<file path="src/rtl/sdram_req_arbiter.sv">
// rtl/sdram_req_arbiter.sv - two-client request arbiter feeding a sync FIFO
//
// Purpose: accepts read/write requests from two clients, picks one per cycle
// (round-robin with an optional bounded lock), and writes the winning beat to
// a downstream FIFO one cycle after the grant, pulsing the winner's ACK.
//
// Ports:
//   iCLOCK, iRESET_SYNC       clock, synchronous active-high reset
//   iREMOVE                   synchronous flush of arbitration state / beat
//   iCk_REQ/RW/LOCK/ADDR/DATA client k request (k = 0, 1)
//   oCk_ACK                   one-cycle acceptance pulse to client k
//   oFIFO_WR_EN/oFIFO_WR_DATA FIFO write strobe and packed {id, rw, addr, data}
//   iFIFO_ALMOST_FULL         stops new grants
//   oGRANT_COUNT              running count of beats written (wraps)
module sdram_req_arbiter #(
  parameter int AW       = 24,
  parameter int DW       = 16,
  parameter int LOCK_MAX = 4
) (
  input  logic                 iCLOCK,
  input  logic                 iRESET_SYNC,
  input  logic                 iREMOVE,
  input  logic                 iC0_REQ,
  input  logic                 iC1_REQ,
  input  logic                 iC0_RW,
  input  logic                 iC1_RW,
  input  logic                 iC0_LOCK,
  input  logic                 iC1_LOCK,
  input  logic [AW-1:0]        iC0_ADDR,
  input  logic [AW-1:0]        iC1_ADDR,
  input  logic [DW-1:0]        iC0_DATA,
  input  logic [DW-1:0]        iC1_DATA,
  output logic                 oC0_ACK,
  output logic                 oC1_ACK,
  output logic                 oFIFO_WR_EN,
  output logic [AW+DW+1:0]     oFIFO_WR_DATA,
  input  logic                 iFIFO_ALMOST_FULL,
  output logic [15:0]          oGRANT_COUNT
);

  localparam int CW = $clog2(LOCK_MAX + 1);
  localparam logic [CW-1:0] LOCK_MAX_C = CW'(LOCK_MAX);
  // A lock of length 1 is exhausted by the grant that would enter it.
  localparam bit LOCK_EN = (LOCK_MAX > 1);

  typedef enum logic [1:0] {
    ST_IDLE  = 2'd0,
    ST_LOCK0 = 2'd1,
    ST_LOCK1 = 2'd2
  } state_t;

  state_t              r_state;
  logic                r_ptr;
  logic [CW-1:0]       r_lock_cnt;
  logic                r_ack0;
  logic                r_ack1;
  logic                r_wr_en;
  logic [AW+DW+1:0]    r_wr_data;
  logic [15:0]         r_count;

  logic                w_elig0;
  logic                w_elig1;
  logic                w_gnt0;
  logic                w_gnt1;
  logic                w_gnt;
  logic                w_sel_rw;
  logic                w_sel_lock;
  logic [AW-1:0]       w_sel_addr;
  logic [DW-1:0]       w_sel_data;
  logic                w_own;
  logic                w_own_gnt;
  logic                w_own_lock;
  logic                w_own_req;
  logic                w_own_ack;
  logic [CW-1:0]       w_cnt_inc;

  // A client whose ACK is showing this cycle is still holding REQ for the
  // request just accepted, so it must not be granted again.
  assign w_elig0 = iC0_REQ & ~iFIFO_ALMOST_FULL & ~r_ack0;
  assign w_elig1 = iC1_REQ & ~iFIFO_ALMOST_FULL & ~r_ack1;

  always_comb begin
    w_gnt0 = 1'b0;
    w_gnt1 = 1'b0;
    if (!iRESET_SYNC && !iREMOVE) begin
      if (r_state == ST_LOCK0 && w_elig0) begin
        w_gnt0 = 1'b1;
      end else if (r_state == ST_LOCK1 && w_elig1) begin
        w_gnt1 = 1'b1;
      end else if (w_elig0 && w_elig1) begin
        if (r_ptr) w_gnt1 = 1'b1;
        else       w_gnt0 = 1'b1;
      end else if (w_elig0) begin
        w_gnt0 = 1'b1;
      end else if (w_elig1) begin
        w_gnt1 = 1'b1;
      end
    end
  end

  assign w_gnt      = w_gnt0 | w_gnt1;
  assign w_sel_rw   = w_gnt1 ? iC1_RW   : iC0_RW;
  assign w_sel_lock = w_gnt1 ? iC1_LOCK : iC0_LOCK;
  assign w_sel_addr = w_gnt1 ? iC1_ADDR : iC0_ADDR;
  assign w_sel_data = w_gnt1 ? iC1_DATA : iC0_DATA;

  // Signals of the client that currently owns the lock (only meaningful in LOCKk).
  assign w_own      = (r_state == ST_LOCK1);
  assign w_own_gnt  = w_own ? w_gnt1   : w_gnt0;
  assign w_own_lock = w_own ? iC1_LOCK : iC0_LOCK;
  assign w_own_req  = w_own ? iC1_REQ  : iC0_REQ;
  assign w_own_ack  = w_own ? r_ack1   : r_ack0;
  assign w_cnt_inc  = r_lock_cnt + CW'(1);

  always_ff @(posedge iCLOCK) begin
    if (iRESET_SYNC) begin
      r_state    <= ST_IDLE;
      r_ptr      <= 1'b0;
      r_lock_cnt <= '0;
      r_ack0     <= 1'b0;
      r_ack1     <= 1'b0;
      r_wr_en    <= 1'b0;
      r_wr_data  <= '0;
      r_count    <= '0;
    end else if (iREMOVE) begin
      // Flush drops the in-flight beat but keeps the beat count and last data.
      r_state    <= ST_IDLE;
      r_ptr      <= 1'b0;
      r_lock_cnt <= '0;
      r_ack0     <= 1'b0;
      r_ack1     <= 1'b0;
      r_wr_en    <= 1'b0;
    end else begin
      r_ack0  <= w_gnt0;
      r_ack1  <= w_gnt1;
      r_wr_en <= w_gnt;
      if (w_gnt) begin
        r_wr_data <= {w_gnt1, w_sel_rw, w_sel_addr, w_sel_data};
        r_count   <= r_count + 16'd1;
        r_ptr     <= w_gnt0;
      end

      case (r_state)
        ST_IDLE: begin
          if (LOCK_EN && w_gnt && w_sel_lock) begin
            r_state    <= w_gnt1 ? ST_LOCK1 : ST_LOCK0;
            r_lock_cnt <= CW'(1);
          end
        end
        ST_LOCK0, ST_LOCK1: begin
          if (w_own_gnt) begin
            if (!w_own_lock || w_cnt_inc >= LOCK_MAX_C) begin
              r_state    <= ST_IDLE;
              r_lock_cnt <= '0;
            end else begin
              r_lock_cnt <= w_cnt_inc;
            end
          end else if (!w_own_req && !w_own_ack) begin
            // Owner withdrew its request: release the lock.
            r_state    <= ST_IDLE;
            r_lock_cnt <= '0;
          end
        end
        default: begin
          r_state    <= ST_IDLE;
          r_lock_cnt <= '0;
        end
      endcase
    end
  end

  assign oC0_ACK       = r_ack0;
  assign oC1_ACK       = r_ack1;
  assign oFIFO_WR_EN   = r_wr_en;
  assign oFIFO_WR_DATA = r_wr_data;
  assign oGRANT_COUNT  = r_count;

endmodule

</file>
<file path="config.mk">
export PLATFORM = sky130hd
export DESIGN_NAME = sdram_req_arbiter
export DESIGN_NICKNAME = d
export VERILOG_FILES = /design/src/rtl/sdram_req_arbiter.sv
export SDC_FILE = /design/constraint.sdc
export NUM_CORES = 1
export LEC_CHECK = 0
export BUFFER_PORTS_ARGS = -buffer_cell sky130_fd_sc_hd__buf_2
export CAP_MARGIN = 40
export CORE_MARGIN = 5
export CORE_UTILIZATION = 42
export DETAILED_ROUTE_END_ITERATION = 8
export GPL_ROUTABILITY_DRIVEN = 0
export GPL_TIMING_DRIVEN = 0
export HOLD_SLACK_MARGIN = 0.05
export PLACE_DENSITY = 0.74
export SKIP_CTS_REPAIR_TIMING = 1
export SLEW_MARGIN = 10
export SYNTH_ARGS = -nofsm -noshare
export SYNTH_HDL_FRONTEND = slang
export SYNTH_SLANG_ARGS = --single-unit
</file>
<file path="constraint.sdc">
create_clock -name iCLOCK -period 4.7 [get_ports iCLOCK]
set_input_delay 0.235 -clock iCLOCK [delete_from_list [all_inputs] [get_ports iCLOCK]]
set_output_delay 0.235 -clock iCLOCK [all_outputs]
set_load 0.05 [all_outputs]
</file>
==> metrics, run 1 <==
status=completed; Num CTS Buffers=9; slowest cell on the critical path=dfxtp_1; overall routing resource usage=0.207; critical setup path kind=flop to flop; Tot Pwr=1340 uW; Synth Cell Area=3030 um^2; Max Freq=386 MHz; Final Max Slew Viols=0; first-pass GRT wire length=14700 um; top cell type by total area after synthesis=dfxtp_1; footprint of the multi-input gates=1560 um^2; Initial Util=0.424; Layout Skew=0.0115 ns; Synth warnings=0; synthesis-stage register bit count=67; first-pass iteration count of the detailed router=4; WL/cell=14.6 um; Startpoint Class=flop; ANT nets after route=0; top-count cell post-synth=nand2_1; sequential share of the synthesized area=0.443; # IOs=151; Post-Route Setup TNS=0 ns; area of the die=9010 um^2; Avg Inst Size Synth=8.08 um^2; Pleak=0.00182 uW; fin crit share=0.551; Post-synth EDFFs=0; final WL=9350 um; area occupied by registers=1340 um^2; Worst path top cell family by delay=buffers and inverters; Via density=5.16; Cell Count Post-Placement=624; CP required=4.96 ns; Clock transition at path regs=0.08 ns; CTS Buffer Depth=2; FP Rows=31; fill cell count=682; Mapped Nets=471; slew margin rel.=0.599; crit-path cells=inv_1 -> ha_1 -> o21ba_2 -> o21ai_0 -> or2_2 -> clkbuf_1 -> buf_2 -> buf_1 -> nor2_1 -> a311oi_1; count of buffers from port buffering=149; pin count of the biggest net entering global routing=12; final global-route overflow total=0; DRT iter0 DRCs=106; synth top area cells=dfxtp_1, a311oi_1, nand2_1, nor2_1, xnor2_1; Setup Viol. Count Final=0; initial antenna violation count=0; clock net sink count=67; max incr delay on CP=0.38 ns; Async SR Flop Fraction=0; CTS Root Cell=clkbuf_8; DP HPWL=7180 um; vias in the first global route=3202; Primary FF master, synth=dfxtp_1; Yosys top cell area share=0.443; Ant. Diodes=0; Buf/Inv on CP=4; Hold Crit Class=input port to flop; Yosys cell types=40; Setup crit end kind=flop; final non-filler cell total=639; area delta synth->final=36.6%; Final Hold Viols=0; Placeable Area=7140 um^2; share of cells above drive strength 1=0.322; Critical Path AT=2.85 ns; die height=94.9 um; vias=3297; Synth Instances=375; Layout Nets=632; DR DRC count=0; Synth top cells by count=nand2_1, dfxtp_1, nor2_1; max cap viols=0; Die W=94.9 um; Tmin final=2.59 ns; Worst-Margin Slew=0.598 ns; H-Tree Depth=3; TritonCTS clock tree=done; critical path fanouts, max=10; Pwr Density=323 nW/um^2; worst skew pair latency=0.34 ns; RSZ-0062 raised after global routing=false; maximum VDD drop=0.161 mV
==> worst paths after layout <==
kind                            slack [ns]  cells past startpoint         startpoint                 to
worst min-delay path                  0.15                      3        iC0_ADDR[4]  oFIFO_WR_DATA[20]
worst max-delay path                  2.11                     10         r_state[0]   oFIFO_WR_DATA[3]
worst max register to register        2.11                     10         r_state[0]   oFIFO_WR_DATA[3]
worst min register to register        0.46                      2  oFIFO_WR_DATA[41]  oFIFO_WR_DATA[41]
==> flip-flops by register name (all words and copies together), names as in the netlist <==
name and count:
r_lock_cnt 3, r_ptr 1, oGRANT_COUNT 16, r_state 2, oFIFO_WR_DATA 42, oC1_ACK 1, oFIFO_WR_EN 1, oC0_ACK 1
==> power by group <==
part | internal, uW | switching [uW] | leakage, uW
Sequential | 585 | 10.6 | 0.000543
Clock | 349 | 220 | 0.000112
Combinational | 57.8 | 115 | 0.00116
Total | 992 | 345 | 0.00182
==> layer usage <==
metal / global-route usage / routed length [um] / up-vias / share of wire
met3: 0.0725 / 881 / 17 / 0.094
met5: 0 / 0 / - / 0
li1: - / - / 1641 / -
met4: 0.0805 / 192 / 0 / 0.021
met1: 0.264 / 4240 / 1495 / 0.45
met2: 0.322 / 4040 / 144 / 0.43
==> cell usage in the layout (no fill, tap or decap), types with 4 or more instances in the layout <==
cell | netlist | layout
xnor2_1 | 10 | 10
buf_2 | 4 | 153
nor2_1 | 57 | 57
inv_1 | 7 | 7
nor3_1 | 4 | 4
nand4_1 | 6 | 6
ha_1 | 6 | 6
clkbuf_8 | 0 | 9
a311oi_1 | 41 | 41
nand2_1 | 95 | 95
o21ai_0 | 5 | 5
clkbuf_1 | 20 | 21
dfxtp_1 | 67 | 67
nand3_1 | 6 | 6
xor2_1 | 4 | 4
a21oi_1 | 4 | 4
==> cell families after synthesis <==
kind of cell               synth area share
xor gates and xnor gates             0.0405
DFF                                   0.443
buffers and inverters                0.0425
and+or+nand+nor                       0.259
adders and majority gates            0.0248
muxes                               0.00991
AOI/OAI and AO/OA                     0.180
==> cell type report <==
| cell class | count | share of cell area |
|---|---|---|
| clock buffer | 10 | 0.0309 |
| buffer | 25 | 0.0239 |
| inverter | 8 | 0.00726 |
| timing repair buffer | 150 | 0.182 |
| clock inverter | 5 | 0.0248 |
| multi-input combinational | 275 | 0.377 |
| tap | 99 | 0.0299 |
| sequential | 67 | 0.324 |
==> through the flow <==
stage          area (um^2)  hold slack [ns]  worst slack [ns]   util
2_1_floorplan         3030            0.394              2.51      -
3_3_place_gp          3900            0.454              2.04  0.546
3_5_place_dp          3910            0.460              2.10  0.547
4_1_cts               4140            0.131              2.10  0.580
5_1_grt               4140            0.142              1.77  0.580
6_report              4140            0.148              2.11  0.580
==> worst register-to-register path: stages (launching register included) <==
cell      delay (ns)
dfxtp_1         0.38
inv_1           0.08
ha_1            0.28
o21ba_2         0.25
o21ai_0         0.22
or2_2           0.17
clkbuf_1        0.17
buf_2           0.25
buf_1           0.38
nor2_1          0.10
a311oi_1        0.24
(Power assumes the default switching activity.)
==> inputs of run 2 (changes only) <==
clock period = 2.4 ns   (was 4.7 ns; I/O delays follow)
==> metrics, run 2 (synthesis gave the netlist of run 1 again) <==
status=completed (unchanged); area delta synth->final=43.3% (was 36.6%); Hold Crit Class=input port to flop (unchanged); Post-DP Area=3910 um^2 (unchanged); Num CTS Buffers=9 (unchanged); Final Max Slew Viols=0 (unchanged); first-pass GRT wire length=14700 um (unchanged); critical path fanouts, max=10 (unchanged); fin crit share=0.937 (was 0.551); CTS Root Cell=clkbuf_8 (unchanged); vias in the first global route=3202 (unchanged); Die W=94.9 um (unchanged); worst skew pair latency=0.34 ns (about the same); Setup Viol. Count Final=0 (unchanged); H-Tree Depth=3 (unchanged); WL/cell=14.7 um (was 14.6 um); Worst path top cell family by delay=compound AO/OA/AOI/OAI gates (was buffers and inverters); count of buffers from port buffering=149 (unchanged); clock net sink count=67 (unchanged); Worst-Margin Slew=0.490 ns (was 0.598 ns); most common cell after layout, fill and taps aside=buf_2 (unchanged); internal power=1960 uW (was 992 uW); Buf/Inv on CP=3 (was 4); area of the die=9010 um^2 (unchanged); TritonCTS clock tree=done (unchanged); R2R depth=8 (was 10); Startpoint Class=flop (unchanged); RR Endpoint=oFIFO_WR_DATA[33] (was oFIFO_WR_DATA[3]); CTS Buffer Depth=2 (unchanged); Pwr Density=609 nW/um^2 (was 323 nW/um^2); Hold Path Depth=3 (unchanged); maximum VDD drop=0.323 mV (was 0.161 mV); FP Rows=31 (unchanged); Placeable Area=7140 um^2 (unchanged); Pleak=0.00193 uW (was 0.00182 uW); max incr delay on CP=0.37 ns (was 0.38 ns); crit-path cells=inv_1 -> ha_1 -> o21bai_2 -> o211ai_1 -> buf_4 -> clkbuf_1 -> nand2_1 -> a311oi_1 (was inv_1 -> ha_1 -> o21ba_2 -> o21ai_0 -> or2_2 -> clkbuf_1 -> buf_2 -> buf_1 -> nor2_1 -> a311oi_1); Comb power frac=0.137 (was 0.129); Via density=5.13 (was 5.16); final WL=9640 um (was 9350 um); overall routing resource usage=0.207 (unchanged); Tmin final=2.25 ns (was 2.59 ns); Finished Core Util=0.608 (was 0.580); critical setup path kind=flop to flop (unchanged); Finished Cell Area=4340 um^2 (was 4140 um^2); final hold slack=0.0402 ns (was 0.148 ns); Setup crit end kind=flop (unchanged); max reg flops=42 (unchanged); worst r2r src=r_state[1] (was r_state[0]); clock power share=0.421 (was 0.426); sw frac=0.258 (about the same); max cap viols=0 (unchanged); vias=3368 (was 3297); Clock transition at path regs=0.08 ns (about the same); Max Freq=445 MHz (was 386 MHz); slew margin rel.=0.673 (was 0.599); hold_sp=iC0_ADDR[11] (was iC0_ADDR[4]); sequential power share=0.441 (was 0.445); commonest non-fill, non-tap cells in the layout=buf_2, nand2_1, dfxtp_1, nor2_1, a311oi_1 (unchanged); share of cells above drive strength 1=0.338 (was 0.322); Final Hold Viols=0 (unchanged); Net Switching=681 uW (was 345 uW); pin count of the biggest net entering global routing=12 (unchanged); Layout Skew=0.0104 ns (was 0.0115 ns); slowest cell on the critical path=dfxtp_1 (unchanged); final global-route overflow total=0 (unchanged); DP HPWL=7180 um (unchanged); Layout Nets=649 (was 632); CP required=2.64 ns (was 4.96 ns); Ant. Diodes=0 (unchanged); DR DRC count=0 (unchanged); fill cell count=660 (was 682); ANT nets after route=0 (unchanged); worst-case hold path end point=oFIFO_WR_DATA[27] (was oFIFO_WR_DATA[20]); initial antenna violation count=0 (unchanged); DRT iter0 DRCs=116 (was 106); first-pass iteration count of the detailed router=4 (unchanged); # IOs=151 (unchanged); flop-to-flop setup slack=0.15 ns (was 2.11 ns); die height=94.9 um (unchanged); Critical Path AT=2.49 ns (was 2.85 ns); Initial Util=0.424 (unchanged)
==> run 2: power by group through the flow <==
stage                     Sequential [uW]  Combinational, uW  Clock, uW
after floorplan                      1300               93.7          0
after global placement               1190                334          0
after detailed placement             1190                337          0
after CTS                            1170                339       1140
after global routing                 1170                391       1180
final                                1170                363       1110
==> run 2: tightest hold or removal path, stage by stage <==
cell,delay [ns]
buf_2,0.09
nand2_1,0.05
a311oi_1,0.08
==> run 2: metal layers <==
layer / global-route usage / share of wire
met1: 0.264 / 0.44
met2: 0.322 / 0.44
met3: 0.0725 / 0.099
met4: 0.0805 / 0.024
met5: 0 / 0
==> run 2: area by class of cell <==
class	instances	area (um^2)	area share
inverters	8	30.0	0.00692
plain buffers	23	114	0.0262
flip-flops and latches	67	1340	0.309
clock buffers	10	128	0.0294
multi-input cells	275	1560	0.360
clock inverters	5	103	0.0236
repair buffers	169	938	0.216
well taps	99	124	0.0285
==> run 2: worst max path at each step <==
stage	from	endpoint	slack (ns)	cells past startpoint
after floorplan	oGRANT_COUNT[2]	oGRANT_COUNT[15]	0.21	5
after global placement	r_state[0]	oFIFO_WR_DATA[4]	-0.26	8
after detailed placement	r_state[0]	oFIFO_WR_DATA[3]	-0.20	10
after CTS	r_state[0]	oFIFO_WR_DATA[10]	-0.20	10
after global routing	r_state[0]	oFIFO_WR_DATA[33]	-0.04	8
final	r_state[1]	oFIFO_WR_DATA[33]	0.15	8
==> run 2: per-stage QoR <==
| step | power [uW] | TNS (ns) | worst slack (ns) | instances |
|---|---|---|---|---|
| after detailed placement | 1530 | -3.24 | -0.203 | 624 |
| after floorplan | 1390 | 0 | 0.210 | 375 |
| after global routing | 2740 | -0.0706 | -0.0363 | 656 |
| after global placement | 1520 | -8.35 | -0.261 | 623 |
| final | 2640 | 0 | 0.150 | 656 |
| after CTS | 2640 | -3.58 | -0.203 | 639 |
==> inputs of run 3 (changes only) <==
clock period = 2.1 ns   (was 2.4 ns; I/O delays follow)
==> metrics, run 3 (synthesis gave the netlist of run 1 again) <==
initial antenna violation count=0 (unchanged); area of the die=9010 um^2 (unchanged); final hold slack=0.0485 ns (was 0.0402 ns); Buf/Inv on CP=3 (unchanged); Setup Viol. Count Final=0 (unchanged); CP required=2.32 ns (was 2.64 ns); Worst-Margin Slew=0.572 ns (was 0.490 ns); H-Tree Depth=3 (unchanged); critical path fanouts, max=10 (unchanged); Initial Util=0.424 (unchanged); CP Launch Point=r_state[0] (was r_state[1]); Pwr Density=677 nW/um^2 (was 609 nW/um^2); final global-route overflow total=0 (unchanged); Hold Crit Class=input port to flop (unchanged); Max Freq=485 MHz (was 445 MHz); first-pass iteration count of the detailed router=4 (unchanged); vias in the first global route=3353 (was 3202); CTS Root Cell=clkbuf_8 (unchanged); Worst path top cell family by delay=compound AO/OA/AOI/OAI gates (unchanged); fin crit share=0.982 (was 0.937); critical setup path kind=flop to flop (unchanged); WL/cell=15.1 um (was 14.7 um); Startpoint Class=flop (unchanged); flop-to-flop setup slack=0.04 ns (was 0.15 ns); Critical Path AT=2.28 ns (was 2.49 ns); Placeable Area=7140 um^2 (unchanged); commonest non-fill, non-tap cells in the layout=buf_2, nand2_1, dfxtp_1, nor2_1, dlygate4sd3_1 (was buf_2, nand2_1, dfxtp_1, nor2_1, a311oi_1); first-pass GRT wire length=15000 um (was 14700 um); max cap viols=0 (unchanged); hold_sp=iC0_ADDR[2] (was iC0_ADDR[11]); share of cells above drive strength 1=0.370 (was 0.338); Tmin final=2.06 ns (was 2.25 ns); Layout Skew=0.0106 ns (was 0.0104 ns); R2R depth=8 (unchanged); slew margin rel.=0.619 (was 0.673); Die W=94.9 um (unchanged); slowest cell on the critical path=dfxtp_2 (was dfxtp_1); Via density=5.19 (was 5.13); crit-path cells=inv_1 -> ha_2 -> o21ba_2 -> o21ai_1 -> or2_2 -> buf_6 -> buf_2 -> a311oi_1 (was inv_1 -> ha_1 -> o21bai_2 -> o211ai_1 -> buf_4 -> clkbuf_1 -> nand2_1 -> a311oi_1); DR DRC count=0 (unchanged); Clock transition at path regs=0.08 ns (about the same); # IOs=151 (unchanged); final WL=10100 um (was 9640 um); Layout Nets=662 (was 649); Finished Core Util=0.643 (was 0.608); area delta synth->final=51.5% (was 43.3%); max incr delay on CP=0.34 ns (was 0.37 ns); Pleak=0.00201 uW (was 0.00193 uW); maximum VDD drop=0.391 mV (was 0.323 mV); final non-filler cell total=670 (was 656); final worst slack=0.0383 ns (was 0.150 ns); worst skew pair latency=0.34 ns (about the same); CTS Buffer Depth=2 (unchanged); Num CTS Buffers=9 (unchanged); area occupied by registers=1350 um^2 (was 1340 um^2); worst r2r src=r_state[0] (was r_state[1]); TritonCTS clock tree=done (unchanged); overall routing resource usage=0.210 (was 0.207); Setup crit end kind=flop (unchanged); worst-case hold path end point=oFIFO_WR_DATA[18] (was oFIFO_WR_DATA[27]); FP Rows=31 (unchanged); most common cell after layout, fill and taps aside=buf_2 (unchanged); die height=94.9 um (unchanged); Cell Count Post-Placement=624 (unchanged); max reg flops=42 (unchanged); ANT nets after route=0 (unchanged); clock net sink count=67 (unchanged); vias=3474 (was 3368); count of buffers from port buffering=149 (unchanged); pre-CTS setup slack=-0.421 ns (was -0.203 ns); status=completed (unchanged); DP HPWL=7180 um (about the same); DRT iter0 DRCs=164 (was 116); pin count of the biggest net entering global routing=14 (was 12); Hold Path Depth=3 (unchanged); Post-Route Setup TNS=0 ns (unchanged); Final Hold Viols=0 (unchanged); RR Endpoint=oFIFO_WR_DATA[37] (was oFIFO_WR_DATA[33]); fill cell count=652 (was 660); footprint of the multi-input gates=1640 um^2 (was 1560 um^2); Ant. Diodes=0 (unchanged); Final Max Slew Viols=0 (unchanged)
==> run 3: cell count changes in the layout (fill, tap and decap cells not counted), moves of 2 or more <==
cell	before	now
clkbuf_4	1	3
clkbuf_1	9	6
dfxtp_1	67	62
a311oi_1	41	29
a311oi_2	0	12
buf_2	152	155
dlygate4sd3_1	17	30
inv_6	0	2
clkbuf_2	10	4
buf_4	3	6
dfxtp_2	0	5
==> run 3: area by class of cell <==
cell class                 count  area share
sequential                    67       0.294
inverter                       8     0.00736
tap                           99      0.0270
multi-input combinational    275       0.357
clock buffer                   9      0.0270
timing repair buffer         181       0.231
clock inverter                 7      0.0270
buffer                        24      0.0297
==> run 3: metal layers <==
| layer | wire, um | track usage | share of wire |
|---|---|---|---|
| met1 | 4250 | 0.249 | 0.42 |
| met2 | 4830 | 0.339 | 0.48 |
| met3 | 880 | 0.0733 | 0.087 |
| met4 | 148 | 0.0974 | 0.015 |
| met5 | 0 | 0 | 0 |
==> run 3: through the flow <==
stage	instance area (um^2)	power, uW
finish	4590	3110
global route	4590	3230
CTS	4160	3070
detailed placement	3910	1750
global placement	3900	1740
floorplan	3030	1590
==> run 3: worst max-delay path by stage <==
stage	end	slack (ns)	cells after the start
2_1_floorplan	oGRANT_COUNT[15]	-0.02	5
3_3_place_gp	oFIFO_WR_DATA[6]	-0.55	8
3_5_place_dp	oFIFO_WR_DATA[5]	-0.42	9
4_1_cts	oFIFO_WR_DATA[5]	-0.43	9
5_1_grt	oFIFO_WR_DATA[37]	-0.08	8
6_report	oFIFO_WR_DATA[37]	0.04	8
==> run 3: report_power, final <==
part | internal [uW] | total, uW | switching (uW)
clock | 799 | 1320 | 526
combinational | 176 | 450 | 274
sequential | 1310 | 1330 | 24.7
==> run 3: worst register-to-register path, cell delays in order, from the launching register on <==
cell      delay, ns
dfxtp_2        0.34
inv_1          0.08
ha_2           0.26
o21ba_2        0.19
o21ai_1        0.08
or2_2          0.35
buf_6          0.16
buf_2          0.20
a311oi_1       0.30
